`config.mk`:
```
export PLATFORM = sky130hd
export DESIGN_NAME = ddr_wr_arbiter_flat
export DESIGN_NICKNAME = d
export VERILOG_FILES = /design/src/rtl/dsbpm_ddr_pkg.sv /design/src/rtl/ddr_wr_arbiter_if.sv /design/src/rtl/rr_arbiter.sv /design/src/rtl/ddr_wr_arbiter.sv /design/src/flat_wrapper.sv
export SDC_FILE = /design/constraint.sdc
export NUM_CORES = 1
export LEC_CHECK = 0
export ABC_AREA = 1
export BUFFER_PORTS_ARGS = -buffer_cell sky130_fd_sc_hd__buf_2
export CAP_MARGIN = 20
export CORE_AREA = 4 4 601 603
export CTS_BUF_LIST = sky130_fd_sc_hd__clkbuf_4
export CTS_CLUSTER_SIZE = 14
export DETAILED_ROUTE_END_ITERATION = 10
export DIE_AREA = 0 0 605 607
export PLACE_DENSITY = 0.3
export SETUP_SLACK_MARGIN = 0.4
export SYNTH_ARGS = -nofsm -noshare
export SYNTH_HDL_FRONTEND = slang
export SYNTH_SLANG_ARGS = --single-unit
```
`constraint.sdc`:
```
create_clock -name clk -period 4.1 [get_ports clk]
set_clock_uncertainty 0.1 [all_clocks]
set_input_delay 0.82 -clock clk [delete_from_list [all_inputs] [get_ports clk]]
set_output_delay 0.82 -clock clk [all_outputs]
set_load 0.02 [all_outputs]
```
`src/rtl/dsbpm_ddr_pkg.sv`:
```
// rtl/dsbpm_ddr_pkg.sv - shared DDR write-path types, AXI constants and sizing helper
//
// Contents:
//   wr_state_t  arbiter state encoding (IDLE, ADDR, DATA, RESP)
//   BURST_INCR  AXI4 AWBURST code for incrementing bursts
//   RESP_OKAY   AXI4 BRESP code for a normal completion
//   clog2()     ceiling log2, used for beat-size and alignment widths
package dsbpm_ddr_pkg;

    typedef enum logic [1:0] {
        ST_IDLE = 2'd0,
        ST_ADDR = 2'd1,
        ST_DATA = 2'd2,
        ST_RESP = 2'd3
    } wr_state_t;

    localparam logic [1:0] BURST_INCR = 2'b01;
    localparam logic [1:0] RESP_OKAY  = 2'b00;

    function automatic int clog2(input int value);
        int result;
        result = 0;
        for (int v = value - 1; v > 0; v = v >> 1) begin
            result = result + 1;
        end
        return result;
    endfunction

endpackage

```
`src/rtl/ddr_wr_arbiter_if.sv`:
```
// rtl/ddr_wr_arbiter_if.sv - AXI4 write-only bus (AW, W, B) between arbiter and DDR slave
//
// Parameters: ADDR_W byte address width, DATA_W write data width.
// Modports:
//   master  drives AW/W payload+valid and bready; samples awready, wready, bresp, bvalid
//   slave   the mirror image (DDR controller or bench model)
interface ddr_wr_arbiter_if #(
    parameter int ADDR_W = 35,
    parameter int DATA_W = 256
);

    logic [ADDR_W-1:0]   m_awaddr;
    logic [7:0]          m_awlen;
    logic [2:0]          m_awsize;
    logic [1:0]          m_awburst;
    logic                m_awvalid;
    logic                m_awready;

    logic [DATA_W-1:0]   m_wdata;
    logic [DATA_W/8-1:0] m_wstrb;
    logic                m_wlast;
    logic                m_wvalid;
    logic                m_wready;

    logic [1:0]          m_bresp;
    logic                m_bvalid;
    logic                m_bready;

    modport master (
        output m_awaddr, m_awlen, m_awsize, m_awburst, m_awvalid,
        input  m_awready,
        output m_wdata, m_wstrb, m_wlast, m_wvalid,
        input  m_wready,
        input  m_bresp, m_bvalid,
        output m_bready
    );

    modport slave (
        input  m_awaddr, m_awlen, m_awsize, m_awburst, m_awvalid,
        output m_awready,
        input  m_wdata, m_wstrb, m_wlast, m_wvalid,
        output m_wready,
        output m_bresp, m_bvalid,
        input  m_bready
    );

endinterface

```
`src/rtl/rr_arbiter.sv`:
```
// rtl/rr_arbiter.sv - combinational round-robin pick: first request at or above ptr, wrapping
//
// Ports:
//   req         request vector
//   ptr         search start index (must be < NUM_REQ)
//   gnt_onehot  one-hot winner (zero when no request)
//   gnt_idx     binary winner index (zero when no request)
//   gnt_valid   at least one request present
module rr_arbiter
    import dsbpm_ddr_pkg::*;
#(
    parameter  int NUM_REQ = 4,
    localparam int IDX_W   = (NUM_REQ > 1) ? clog2(NUM_REQ) : 1
) (
    input  logic [NUM_REQ-1:0] req,
    input  logic [IDX_W-1:0]   ptr,
    output logic [NUM_REQ-1:0] gnt_onehot,
    output logic [IDX_W-1:0]   gnt_idx,
    output logic               gnt_valid
);

    always_comb begin
        int pos;
        pos        = 0;
        gnt_onehot = '0;
        gnt_idx    = '0;
        gnt_valid  = 1'b0;
        // Walk offsets from farthest to nearest so the nearest hit is the last write.
        for (int off = NUM_REQ - 1; off >= 0; off--) begin
            pos = int'(ptr) + off;
            if (pos >= NUM_REQ) begin
                pos = pos - NUM_REQ;
            end
            if (req[pos]) begin
                gnt_idx   = IDX_W'(pos);
                gnt_valid = 1'b1;
            end
        end
        if (gnt_valid) begin
            gnt_onehot[gnt_idx] = 1'b1;
        end
    end

endmodule

```
`src/rtl/ddr_wr_arbiter.sv`:
```
// rtl/ddr_wr_arbiter.sv - round-robin sharing of one AXI4 write port among burst recorders
//
// Ports:
//   clk, resetn   AXI clock, asynchronous active-low reset
//   req_valid     per-requester burst request (held until req_ack)
//   req_addr      per-requester burst start byte address (packed slices)
//   req_ack       pulse on the AW handshake of the granted requester
//   wr_data       per-requester beat data (packed slices)
//   wr_valid      per-requester beat valid
//   wr_ready      beat accepted; only the granted requester can see it high
//   done          pulse on the B handshake of the granted requester
//   err           sticky SLVERR/DECERR flag per requester
//   err_clr       clears err[i]; wins over a simultaneous set
//   axi           AXI4 write master (AW, W, B)
module ddr_wr_arbiter
    import dsbpm_ddr_pkg::*;
#(
    parameter int NUM_REQ        = 4,
    parameter int AXI_ADDR_WIDTH = 35,
    parameter int AXI_DATA_WIDTH = 256,
    parameter int BURST_LEN      = 16
) (
    input  logic                                clk,
    input  logic                                resetn,
    input  logic [NUM_REQ-1:0]                  req_valid,
    input  logic [NUM_REQ*AXI_ADDR_WIDTH-1:0]   req_addr,
    output logic [NUM_REQ-1:0]                  req_ack,
    input  logic [NUM_REQ*AXI_DATA_WIDTH-1:0]   wr_data,
    input  logic [NUM_REQ-1:0]                  wr_valid,
    output logic [NUM_REQ-1:0]                  wr_ready,
    output logic [NUM_REQ-1:0]                  done,
    output logic [NUM_REQ-1:0]                  err,
    input  logic [NUM_REQ-1:0]                  err_clr,
    ddr_wr_arbiter_if.master                    axi
);

    localparam int IDX_W   = (NUM_REQ > 1) ? clog2(NUM_REQ) : 1;
    localparam int CNT_W   = (BURST_LEN > 1) ? clog2(BURST_LEN) : 1;
    // A whole burst is a power-of-two number of bytes; clearing these bits
    // aligns it naturally, which also keeps it inside one 4 KB page.
    localparam int ALIGN_W = clog2(BURST_LEN * AXI_DATA_WIDTH / 8);

    localparam logic [CNT_W-1:0]          LAST_BEAT  = CNT_W'(BURST_LEN - 1);
    localparam logic [AXI_ADDR_WIDTH-1:0] ALIGN_MASK =
        ~((AXI_ADDR_WIDTH'(1) << ALIGN_W) - AXI_ADDR_WIDTH'(1));
    localparam logic [IDX_W-1:0]          LAST_IDX   = IDX_W'(NUM_REQ - 1);

    wr_state_t state, state_nxt;

    logic [IDX_W-1:0]          grant;
    logic [NUM_REQ-1:0]        grant_oh;
    logic [IDX_W-1:0]          ptr;
    logic [CNT_W-1:0]          beat_cnt;
    logic [AXI_ADDR_WIDTH-1:0] awaddr_q;

    logic [NUM_REQ-1:0]        arb_onehot;
    logic [IDX_W-1:0]          arb_idx;
    logic                      arb_valid;

    logic                      aw_fire;
    logic                      w_fire;
    logic                      b_fire;
    logic                      last_beat;
    logic                      resp_err;

    logic [AXI_ADDR_WIDTH-1:0] addr_slice [NUM_REQ];
    logic [AXI_DATA_WIDTH-1:0] data_slice [NUM_REQ];

    for (genvar g = 0; g < NUM_REQ; g++) begin : g_slice
        assign addr_slice[g] = req_addr[g*AXI_ADDR_WIDTH +: AXI_ADDR_WIDTH];
        assign data_slice[g] = wr_data[g*AXI_DATA_WIDTH +: AXI_DATA_WIDTH];
    end

    rr_arbiter #(
        .NUM_REQ    (NUM_REQ)
    ) u_rr_arbiter (
        .req        (req_valid),
        .ptr        (ptr),
        .gnt_onehot (arb_onehot),
        .gnt_idx    (arb_idx),
        .gnt_valid  (arb_valid)
    );

    assign axi.m_awaddr  = awaddr_q;
    assign axi.m_awlen   = 8'(BURST_LEN - 1);
    assign axi.m_awsize  = 3'(clog2(AXI_DATA_WIDTH / 8));
    assign axi.m_awburst = BURST_INCR;
    assign axi.m_wstrb   = '1;

    assign last_beat = (beat_cnt == LAST_BEAT);
    // EXOKAY (2'b01) is a success; only codes with bit 1 set are failures.
    assign resp_err  = (axi.m_bresp != RESP_OKAY) && axi.m_bresp[1];

    always_ff @(posedge clk or negedge resetn) begin
        if (!resetn) begin
            state <= ST_IDLE;
        end else begin
            state <= state_nxt;
        end
    end

    always_comb begin
        state_nxt     = state;
        req_ack       = '0;
        wr_ready      = '0;
        done          = '0;
        aw_fire       = 1'b0;
        w_fire        = 1'b0;
        b_fire        = 1'b0;
        axi.m_awvalid = 1'b0;
        axi.m_wdata   = '0;
        axi.m_wvalid  = 1'b0;
        axi.m_wlast   = 1'b0;
        axi.m_bready  = 1'b0;
        case (state)
            ST_IDLE: begin
                if (arb_valid) begin
                    state_nxt = ST_ADDR;
                end
            end
            ST_ADDR: begin
                axi.m_awvalid = 1'b1;
                if (axi.m_awready) begin
                    aw_fire   = 1'b1;
                    req_ack   = grant_oh;
                    state_nxt = ST_DATA;
                end
            end
            ST_DATA: begin
                // Pure mux: the granted requester sees the slave's ready directly.
                axi.m_wdata  = data_slice[grant];
                axi.m_wvalid = wr_valid[grant];
                axi.m_wlast  = last_beat;
                wr_ready     = grant_oh & {NUM_REQ{axi.m_wready}};
                w_fire       = wr_valid[grant] && axi.m_wready;
                if (w_fire && last_beat) begin
                    state_nxt = ST_RESP;
                end
            end
            ST_RESP: begin
                axi.m_bready = 1'b1;
                if (axi.m_bvalid) begin
                    b_fire    = 1'b1;
                    done      = grant_oh;
                    state_nxt = ST_IDLE;
                end
            end
            default: begin
                state_nxt = ST_IDLE;
            end
        endcase
    end

    always_ff @(posedge clk or negedge resetn) begin
        if (!resetn) begin
            grant    <= '0;
            grant_oh <= '0;
            ptr      <= '0;
            beat_cnt <= '0;
            awaddr_q <= '0;
            err      <= '0;
        end else begin
            // Grant is frozen here, so a requester that drops req_valid
            // after this point is still served.
            if (state == ST_IDLE && arb_valid) begin
                grant    <= arb_idx;
                grant_oh <= arb_onehot;
                awaddr_q <= addr_slice[arb_idx] & ALIGN_MASK;
            end

            if (aw_fire) begin
                beat_cnt <= '0;
            end else if (w_fire) begin
                beat_cnt <= beat_cnt + CNT_W'(1);
            end

            if (b_fire) begin
                ptr <= (grant == LAST_IDX) ? '0 : grant + IDX_W'(1);
            end

            for (int i = 0; i < NUM_REQ; i++) begin
                if (err_clr[i]) begin
                    err[i] <= 1'b0;
                end else if (b_fire && resp_err && grant_oh[i]) begin
                    err[i] <= 1'b1;
                end
            end
        end
    end

endmodule

```
`src/flat_wrapper.sv`:
```
// flat-port wrapper written by rule: the top's interface ports become plain ports
module ddr_wr_arbiter_flat import dsbpm_ddr_pkg::*;
#(
    parameter int NUM_REQ        = 4,
    parameter int AXI_ADDR_WIDTH = 35,
    parameter int AXI_DATA_WIDTH = 256,
    parameter int BURST_LEN      = 16
)
  (clk, resetn, req_valid, req_addr, req_ack, wr_data, wr_valid, wr_ready, done, err, err_clr, axi_m_awaddr, axi_m_awlen, axi_m_awsize, axi_m_awburst, axi_m_awvalid, axi_m_awready, axi_m_wdata, axi_m_wstrb, axi_m_wlast, axi_m_wvalid, axi_m_wready, axi_m_bresp, axi_m_bvalid, axi_m_bready);
  ddr_wr_arbiter_if axi_i ();
  input  logic clk;
  input  logic resetn;
  input  logic [NUM_REQ-1:0] req_valid;
  input  logic [NUM_REQ*AXI_ADDR_WIDTH-1:0] req_addr;
  output logic [NUM_REQ-1:0] req_ack;
  input  logic [NUM_REQ*AXI_DATA_WIDTH-1:0] wr_data;
  input  logic [NUM_REQ-1:0] wr_valid;
  output logic [NUM_REQ-1:0] wr_ready;
  output logic [NUM_REQ-1:0] done;
  output logic [NUM_REQ-1:0] err;
  input  logic [NUM_REQ-1:0] err_clr;
  output wire logic [$bits(axi_i.m_awaddr)-1:0] axi_m_awaddr;
  output wire logic [$bits(axi_i.m_awlen)-1:0] axi_m_awlen;
  output wire logic [$bits(axi_i.m_awsize)-1:0] axi_m_awsize;
  output wire logic [$bits(axi_i.m_awburst)-1:0] axi_m_awburst;
  output wire logic [$bits(axi_i.m_awvalid)-1:0] axi_m_awvalid;
  input wire logic [$bits(axi_i.m_awready)-1:0] axi_m_awready;
  output wire logic [$bits(axi_i.m_wdata)-1:0] axi_m_wdata;
  output wire logic [$bits(axi_i.m_wstrb)-1:0] axi_m_wstrb;
  output wire logic [$bits(axi_i.m_wlast)-1:0] axi_m_wlast;
  output wire logic [$bits(axi_i.m_wvalid)-1:0] axi_m_wvalid;
  input wire logic [$bits(axi_i.m_wready)-1:0] axi_m_wready;
  input wire logic [$bits(axi_i.m_bresp)-1:0] axi_m_bresp;
  input wire logic [$bits(axi_i.m_bvalid)-1:0] axi_m_bvalid;
  output wire logic [$bits(axi_i.m_bready)-1:0] axi_m_bready;
  assign axi_m_awaddr = axi_i.m_awaddr;
  assign axi_m_awlen = axi_i.m_awlen;
  assign axi_m_awsize = axi_i.m_awsize;
  assign axi_m_awburst = axi_i.m_awburst;
  assign axi_m_awvalid = axi_i.m_awvalid;
  assign axi_i.m_awready = axi_m_awready;
  assign axi_m_wdata = axi_i.m_wdata;
  assign axi_m_wstrb = axi_i.m_wstrb;
  assign axi_m_wlast = axi_i.m_wlast;
  assign axi_m_wvalid = axi_i.m_wvalid;
  assign axi_i.m_wready = axi_m_wready;
  assign axi_i.m_bresp = axi_m_bresp;
  assign axi_i.m_bvalid = axi_m_bvalid;
  assign axi_m_bready = axi_i.m_bready;
  ddr_wr_arbiter #(.NUM_REQ(NUM_REQ), .AXI_ADDR_WIDTH(AXI_ADDR_WIDTH), .AXI_DATA_WIDTH(AXI_DATA_WIDTH), .BURST_LEN(BURST_LEN)) u_core (.clk(clk), .resetn(resetn), .req_valid(req_valid), .req_addr(req_addr), .req_ack(req_ack), .wr_data(wr_data), .wr_valid(wr_valid), .wr_ready(wr_ready), .done(done), .err(err), .err_clr(err_clr), .axi(axi_i));
endmodule
```
==> summary.md, run 1 <==
| Metric | Value |
|---|---|
| Maximum clock frequency | `approximately 0.28 GHz` |
| Fillers | `approximately 43,000` |
| DR iter-0 viols | `2,315` |
| Post-Syn Area | `12,300 um2` |
| Worst Tran Pin Value | `0.944 ns` |
| Largest net degree at the start of global routing | `73` |
| Hold Path Class | `in -> async` |
| Final setup TNS | `0 ns` |
| Die area | `367,000 um2` |
| Max-cap violations | `0` |
| CP max stage delay | `0.47 ns` |
| Row count | `219` |
| Flops & latches, synth | `44` |
| Met2 global-route usage | `24.0%` |
| GR Layer Usage met1 | `16.9%` |
| Top Usage Layer GRT | `met2` |
| Setup slack after placement | `around 0.54 ns` |
| Final nets | `around 5,200` |
| Required time worst endpoint | `~3.2 ns` |
| Antenna Nets Post-Route | `0` |
| Syn Inst Count | `2,626` |
| Final WL | `289,000 um` |
| Number of setup violations in the final report | `0` |
| Post-synth EDFFs | `0` |
| Top_reg_cell synth | `dfrtp_1` |
| Critical path type | `reg -> out` |
| Crit path capture type | `primary output` |
| Via Count | `~26,000` |
| Clock transition at the registers of the reported paths | `approximately 0.22 ns` |
| Fin crit period | `3.64 ns` |
| Total global-route track usage | `14.6%` |
| Total CTS buffers | `5` |
| Maximum VDD drop | `between 200 and 300 uV` |
| Placement Cell Area | `26,200 um2` |
| First-pass GRT wire length | `333,000 um` |
| Met3 Usage GRT | `8.11%` |
| Crit-path slowest cell | `dfrtp_4` |
| Synth-to-Final Area Change | `126%` |
| Seq/Total Area, Yosys | `~8.9%` |
| Critical Path Fanout Max | `33` |
| CTS H-tree lvls | `2` |
| Die width | `605 um` |
| Worst EP arrival | `2.72 ns` |
| Initial Util | `3.47%` |
| Vias in the first global route | `23,300` |
| Wirelength per Cell | `~32 um` |
| DRC Markers | `0` |
| Clock Sinks | `44` |
| Root Driver | `clkbuf_4` |
| PwrDens | `723 nW/um2` |
| Worst skew pair latency | `0.48 ns` |
| CP Launch Type | `flop` |
| Outcome | `complete, no violations` |
| Gpl congestion | `0.947` |
| Total gr overflow | `0` |
| Final worst-path cycle share | `between 80 and 90%` |
| CTS tree | `built` |
| Finished Cell Area | `27,900 um2` |
| I/O Buffers | `1,447` |
| Die Y | `a little over 600 um` |
| Static leakage | `12.8 nW` |
| Rel. slew slack | `a little under two fifths` |
| Final Hold Vio Count | `0` |
| Ports | `1,539` |
| CORE AREA | `355,000 um2` |
| Asr flop ratio synth | `100%` |
| Unique masters post-synth | `31` |
| Yosys Warn Count | `0` |
| Crit-path cells | `buf_4, buf_16, buf_16, bufbuf_16, nor2_1, nor2_1, o21ai_0, a21oi_1, buf_2` |
| Maximum buffer depth of the clock tree | `2` |
| Vias/cell | `~3` |
| RSZ-0062 raised after global routing | `yes` |
| Final slew viol count | `0` |
| Setup ws final | `approximately 0.46 ns` |
| DP HPWL | `258,000 um` |
| Syn avg cell area | `4.70 um2` |
| Layout cells sized above 1 | `42.7%` |
| Initial antenna violation count | `408` |
| Drt pass-1 iters | `6` |
final cells by class:
type                            instances  area [um2]  area share [%]
Antenna cell                          106         265           0.951
Sequential cell                        44        1110            3.97
Tap cell                             4751        5940            21.3
Clock buffer                            5        37.5           0.135
Multi-Input combinational cell       2221        9820            35.2
Timing Repair Buffer                 1652       10100            36.1
Timing Repair inverter                  2        20.0          0.0718
Inverter                              134         572            2.05
Clock inverter                          3        46.3           0.166
cell families (layout without fill, tap and decap cells):
family	after synthesis	in the layout	synth area share, %
and+or+nand+nor	1364	1364	42.9
AOI/OAI and AO/OA	795	795	32.4
buffers and inverters	413	1796	14.9
DFF	44	44	8.92
adders and majority gates	6	6	0.608
other	2	160	0.0608
xor gates and xnor gates	2	2	0.142
metrics by stage:
stage | cells | total power (W) | hold slack [ns] | util, %
after floorplan | 2678 | 0.00875 | 0.387 | -
after global placement | 8755 | 0.0188 | 0.362 | 7.36
after detailed placement | 8757 | 0.0187 | 0.362 | 7.36
after CTS | 8797 | 0.0202 | 0.206 | 7.63
after global routing | 8836 | 0.0218 | 0.239 | 7.79
final | 8918 | 0.0202 | 0.232 | 7.85
routing by layer:
layer | routed length (um) | part of all wire, %
met4 | 7630 | 2.6
met2 | 132000 | 46
met1 | 111000 | 38
met5 | 1770 | 0.61
met3 | 36700 | 13
cell usage after synthesis (all sizes together) (3+ instances only):
cell type | instances | area share, %
clkbuf | 186 | 5.7
nand2 | 191 | 5.9
ha | 6 | 0.61
dfrtp | 44 | 8.9
buf | 93 | 5.2
inv | 132 | 4.0
nor2 | 1054 | 32
a21oi | 263 | 11
o21ai | 525 | 21
nand3 | 115 | 4.7
o22ai | 3 | 0.15
what timing repair did:
| action | CTS | global route |
|---|---|---|
| resized for setup | 104 | 89 |
| setup endpoints to repair | 231 | 104 |
| hold buffers | 0 | 0 |
| pin swaps | 5 | 10 |
| hold endpoints to repair | 0 | 0 |
| buffers inserted | 22 | 6 |
| cloned | 10 | 9 |
registers in the layout, indices dropped and copies added, names as in the netlist:
name	cells
u_core.beat_cnt	4
u_core.grant	2
u_core.grant_oh	4
u_core.ptr	2
u_core.state	2
u_core.err	4
u_core.axi.m_awaddr	26
where the power goes:
group / switching, W / leakage (nW) / internal (W)
Clock: 0.000226 / 0.0425 / 0.000130
Combinational: 0.0133 / 12.2 / 0.00571
Sequential: 0.000175 / 0.551 / 0.000632
worst paths after layout:
| path | startpoint | end | slack (ns) | cells after the start |
|---|---|---|---|---|
| setup / recovery | u_core.grant[0] | axi_m_wdata[190] | 0.46 | 9 |
| hold / removal | resetn | u_core.axi.m_awaddr[20] | 0.23 | 1 |
| setup reg to reg | u_core.ptr[0] | u_core.axi.m_awaddr[13] | 1.35 | 10 |
| hold reg to reg | u_core.axi.m_awaddr[18] | u_core.axi.m_awaddr[18] | 0.40 | 2 |
| max in group asynchronous | resetn | u_core.ptr[0] | 2.80 | 2 |
| min in group clk | err_clr[1] | u_core.err[1] | 0.35 | 2 |
critical path, delay by kind of cell, from the launching register on:
family	cells	cell delay (ns)
buffers and inverters	5	1.08
DFF	1	0.47
AOI/OAI and AO/OA	2	0.45
and+or+nand+nor	2	0.15
placed cells by master, fill, tap and decap left out, drive strengths merged, types with 2 or more instances in the layout:
cell / count
a21oi: 263
and2: 2
buf: 1623
bufbuf: 6
bufinv: 2
clkbuf: 28
conb: 54
dfrtp: 44
diode: 106
ha: 6
inv: 135
nand2: 191
nand3: 115
nor2: 1054
o21ai: 525
o22ai: 3
xnor2: 2
(Power assumes the default switching activity.)
==> inputs of run 2 (changes only) <==
--- a/constraint.sdc
+++ b/constraint.sdc
@@ -4,2 +4,2 @@
 set_output_delay 0.82 -clock clk [all_outputs]
-set_load 0.02 [all_outputs]
+set_load 0.05 [all_outputs]
==> run 2 against run 1 <==
Compared with the run above: sequential cell count stayed put; worst hold slack worse by 0.062 ns; routed wire length is 1.3% lower; cell area is 2.4% higher; via count is 0.41% lower; worst setup slack worse by 0.065 ns; final cell count is 0.27% lower; non-clock buffer count is 42 lower; critical endpoint is now axi_m_wdata[229].
==> summary.md, run 2 (synthesis gave the netlist of run 1 again) <==
| Metric | Value |
|---|---|
| CORE AREA | `355,000 um2` |
| Total global-route track usage | `between 10 and 15%` |
| Total gr overflow | `0` |
| Vias/cell | `2.91` |
| Final worst-path cycle share | `90.3%` |
| Crit-path cells | `inv_16, buf_16, buf_4, o21ai_0, buf_4, a21oi_1, buf_4` |
| CP max stage delay | `0.62 ns` |
| Most frequent cells in the layout | `buf_2, nor2_1, o21ai_0` |
| Rel. slew slack | `39.4%` |
| Worst EP arrival | `2.78 ns` |
| Crit path top cell by count | `buf_4` |
| GR Layer Usage met1 | `17.0%` |
| Total CTS buffers | `5` |
| Worst Tran Pin Value | `0.906 ns` |
| Row count | `219` |
| Number of setup violations in the final report | `0` |
| First-pass GRT wire length | `approximately 330,000 um` |
| Fin crit period | `roughly 3.7 ns` |
| Clock Sinks | `44` |
| Top Usage Layer GRT | `met2` |
| Maximum clock frequency | `0.270 GHz` |
| Root Driver | `clkbuf_4` |
| Final Hold Vio Count | `0` |
| Static leakage | `12.7 nW` |
| Initial antenna violation count | `404` |
| Crit-path leading delay family | `buffers and inverters` |
| Hold Path Class | `in -> async` |
| Fin Hold WS | `0.170 ns` |
| Met3 Usage GRT | `7.58%` |
| Die width | `605 um` |
| Maximum buffer depth of the clock tree | `2` |
| Final nets | `5,205` |
| Crit path capture type | `primary output` |
| Clock transition at the registers of the reported paths | `0.23 ns` |
| Synth-to-Final Area Change | `131%` |
| Max-cap violations | `0` |
| Vias in the first global route | `23,300` |
| Largest net degree at the start of global routing | `74` |
| PwrDens | `818 nW/um2` |
| Met2 global-route usage | `a little under a quarter` |
| Final setup TNS | `0 ns` |
| DRC Markers | `0` |
| Initial Util | `3.47%` |
| Critical Path Fanout Max | `36` |
| Maximum VDD drop | `324 uV` |
| CP Launch Type | `flop` |
| I/O Buffers | `~1,400` |
| WP buf/inv | `5` |
| Outcome | `complete, no violations` |
| Wirelength per Cell | `between 30 and 40 um` |
| Die Y | `607 um` |
| Required time worst endpoint | `3.18 ns` |
| Gpl congestion | `0.930` |
| Commonest non-fill, non-tap cell in the layout | `buf_2` |
| Final slew viol count | `0` |
| Critical path type | `reg -> out` |
| Die area | `367,000 um2` |
| Worst skew pair latency | `0.49 ns` |
| RSZ-0062 raised after global routing | `yes` |
| Drt pass-1 iters | `5` |
| Antenna Nets Post-Route | `0` |
| Fillers | `42,700` |
| Crit-path slowest cell | `dfrtp_4` |
| DP HPWL | `roughly 260,000 um` |
| CTS H-tree lvls | `2` |
| Max reg flops | `26` |
| DR iter-0 viols | `2,341` |
| Final WL | `285,000 um` |
| Ports | `1,539` |
| Layout cells sized above 1 | `43.0%` |
| CTS tree | `built` |
| Via Count | `25,900` |
[run 2: cell types whose count changed in the layout (fill, tap and decap cells not counted), moves of 5 or more]
cell      change
a21oi_1      -32
buf_2       -107
buf_16        -5
diode_2      +20
a21oi_2      +32
o21ai_1      +36
buf_12       +57
clkbuf_4      +5
o21ai_0      -39
buf_6        +11
[run 2: timing repair]
| action | in CTS | in global routing |
|---|---|---|
| hold buffers | 0 | 0 |
| cloned | 6 | 8 |
| setup endpoints to repair | 205 | 142 |
| pin swaps | 10 | 16 |
| setup buffers | 8 | 5 |
| gates resized for setup | 219 | 111 |
[run 2: final cells by class]
class | count | area (um2) | area share, %
diodes | 126 | 315 | 1.10
flip-flops and latches | 44 | 1110 | 3.88
clock buffers | 5 | 37.5 | 0.131
inverters | 134 | 539 | 1.89
well taps | 4751 | 5940 | 20.8
repair buffers | 1610 | 10600 | 37.2
multi-input cells | 2221 | 9950 | 34.9
clock inverters | 3 | 46.3 | 0.162
[run 2: through the flow]
stage	total power [W]	area [um2]	setup slack [ns]	cells	util, %
after CTS	0.0234	27700	0.269	8755	7.80
after detailed placement	0.0220	26800	0.441	8733	7.55
final	0.0233	28600	0.400	8894	8.04
after floorplan	0.0115	12500	1.07	2678	-
after global routing	0.0248	28400	0.256	8824	7.99
after global placement	0.0221	26800	0.472	8727	7.53
[run 2: where the power goes]
group | leakage (nW) | internal (W) | switching, W
sequential | 0.551 | 0.000632 | 0.000175
clock | 0.0426 | 0.000130 | 0.000232
combinational | 12.1 | 0.00613 | 0.0160
total | 12.7 | 0.00689 | 0.0165
[run 2: worst paths after layout]
kind,startpoint,endpoint,slack (ns),cells after the start
worst max-delay path,u_core.grant[0],axi_m_wdata[229],0.40,7
worst min-delay path,resetn,u_core.axi.m_awaddr[9],0.17,1
worst max register to register,u_core.ptr[0],u_core.axi.m_awaddr[18],1.40,11
worst min register to register,u_core.axi.m_awaddr[18],u_core.axi.m_awaddr[18],0.40,2
max in group asynchronous,resetn,u_core.err[3],2.80,2
min in group clk,err_clr[1],u_core.err[1],0.34,2
[run 2: routing by layer]
layer	vias to the layer above	part of all wire, %
li1	11300	-
met1	11900	39
met2	1687	46
met3	763	12
met4	254	2.5
met5	-	0.58
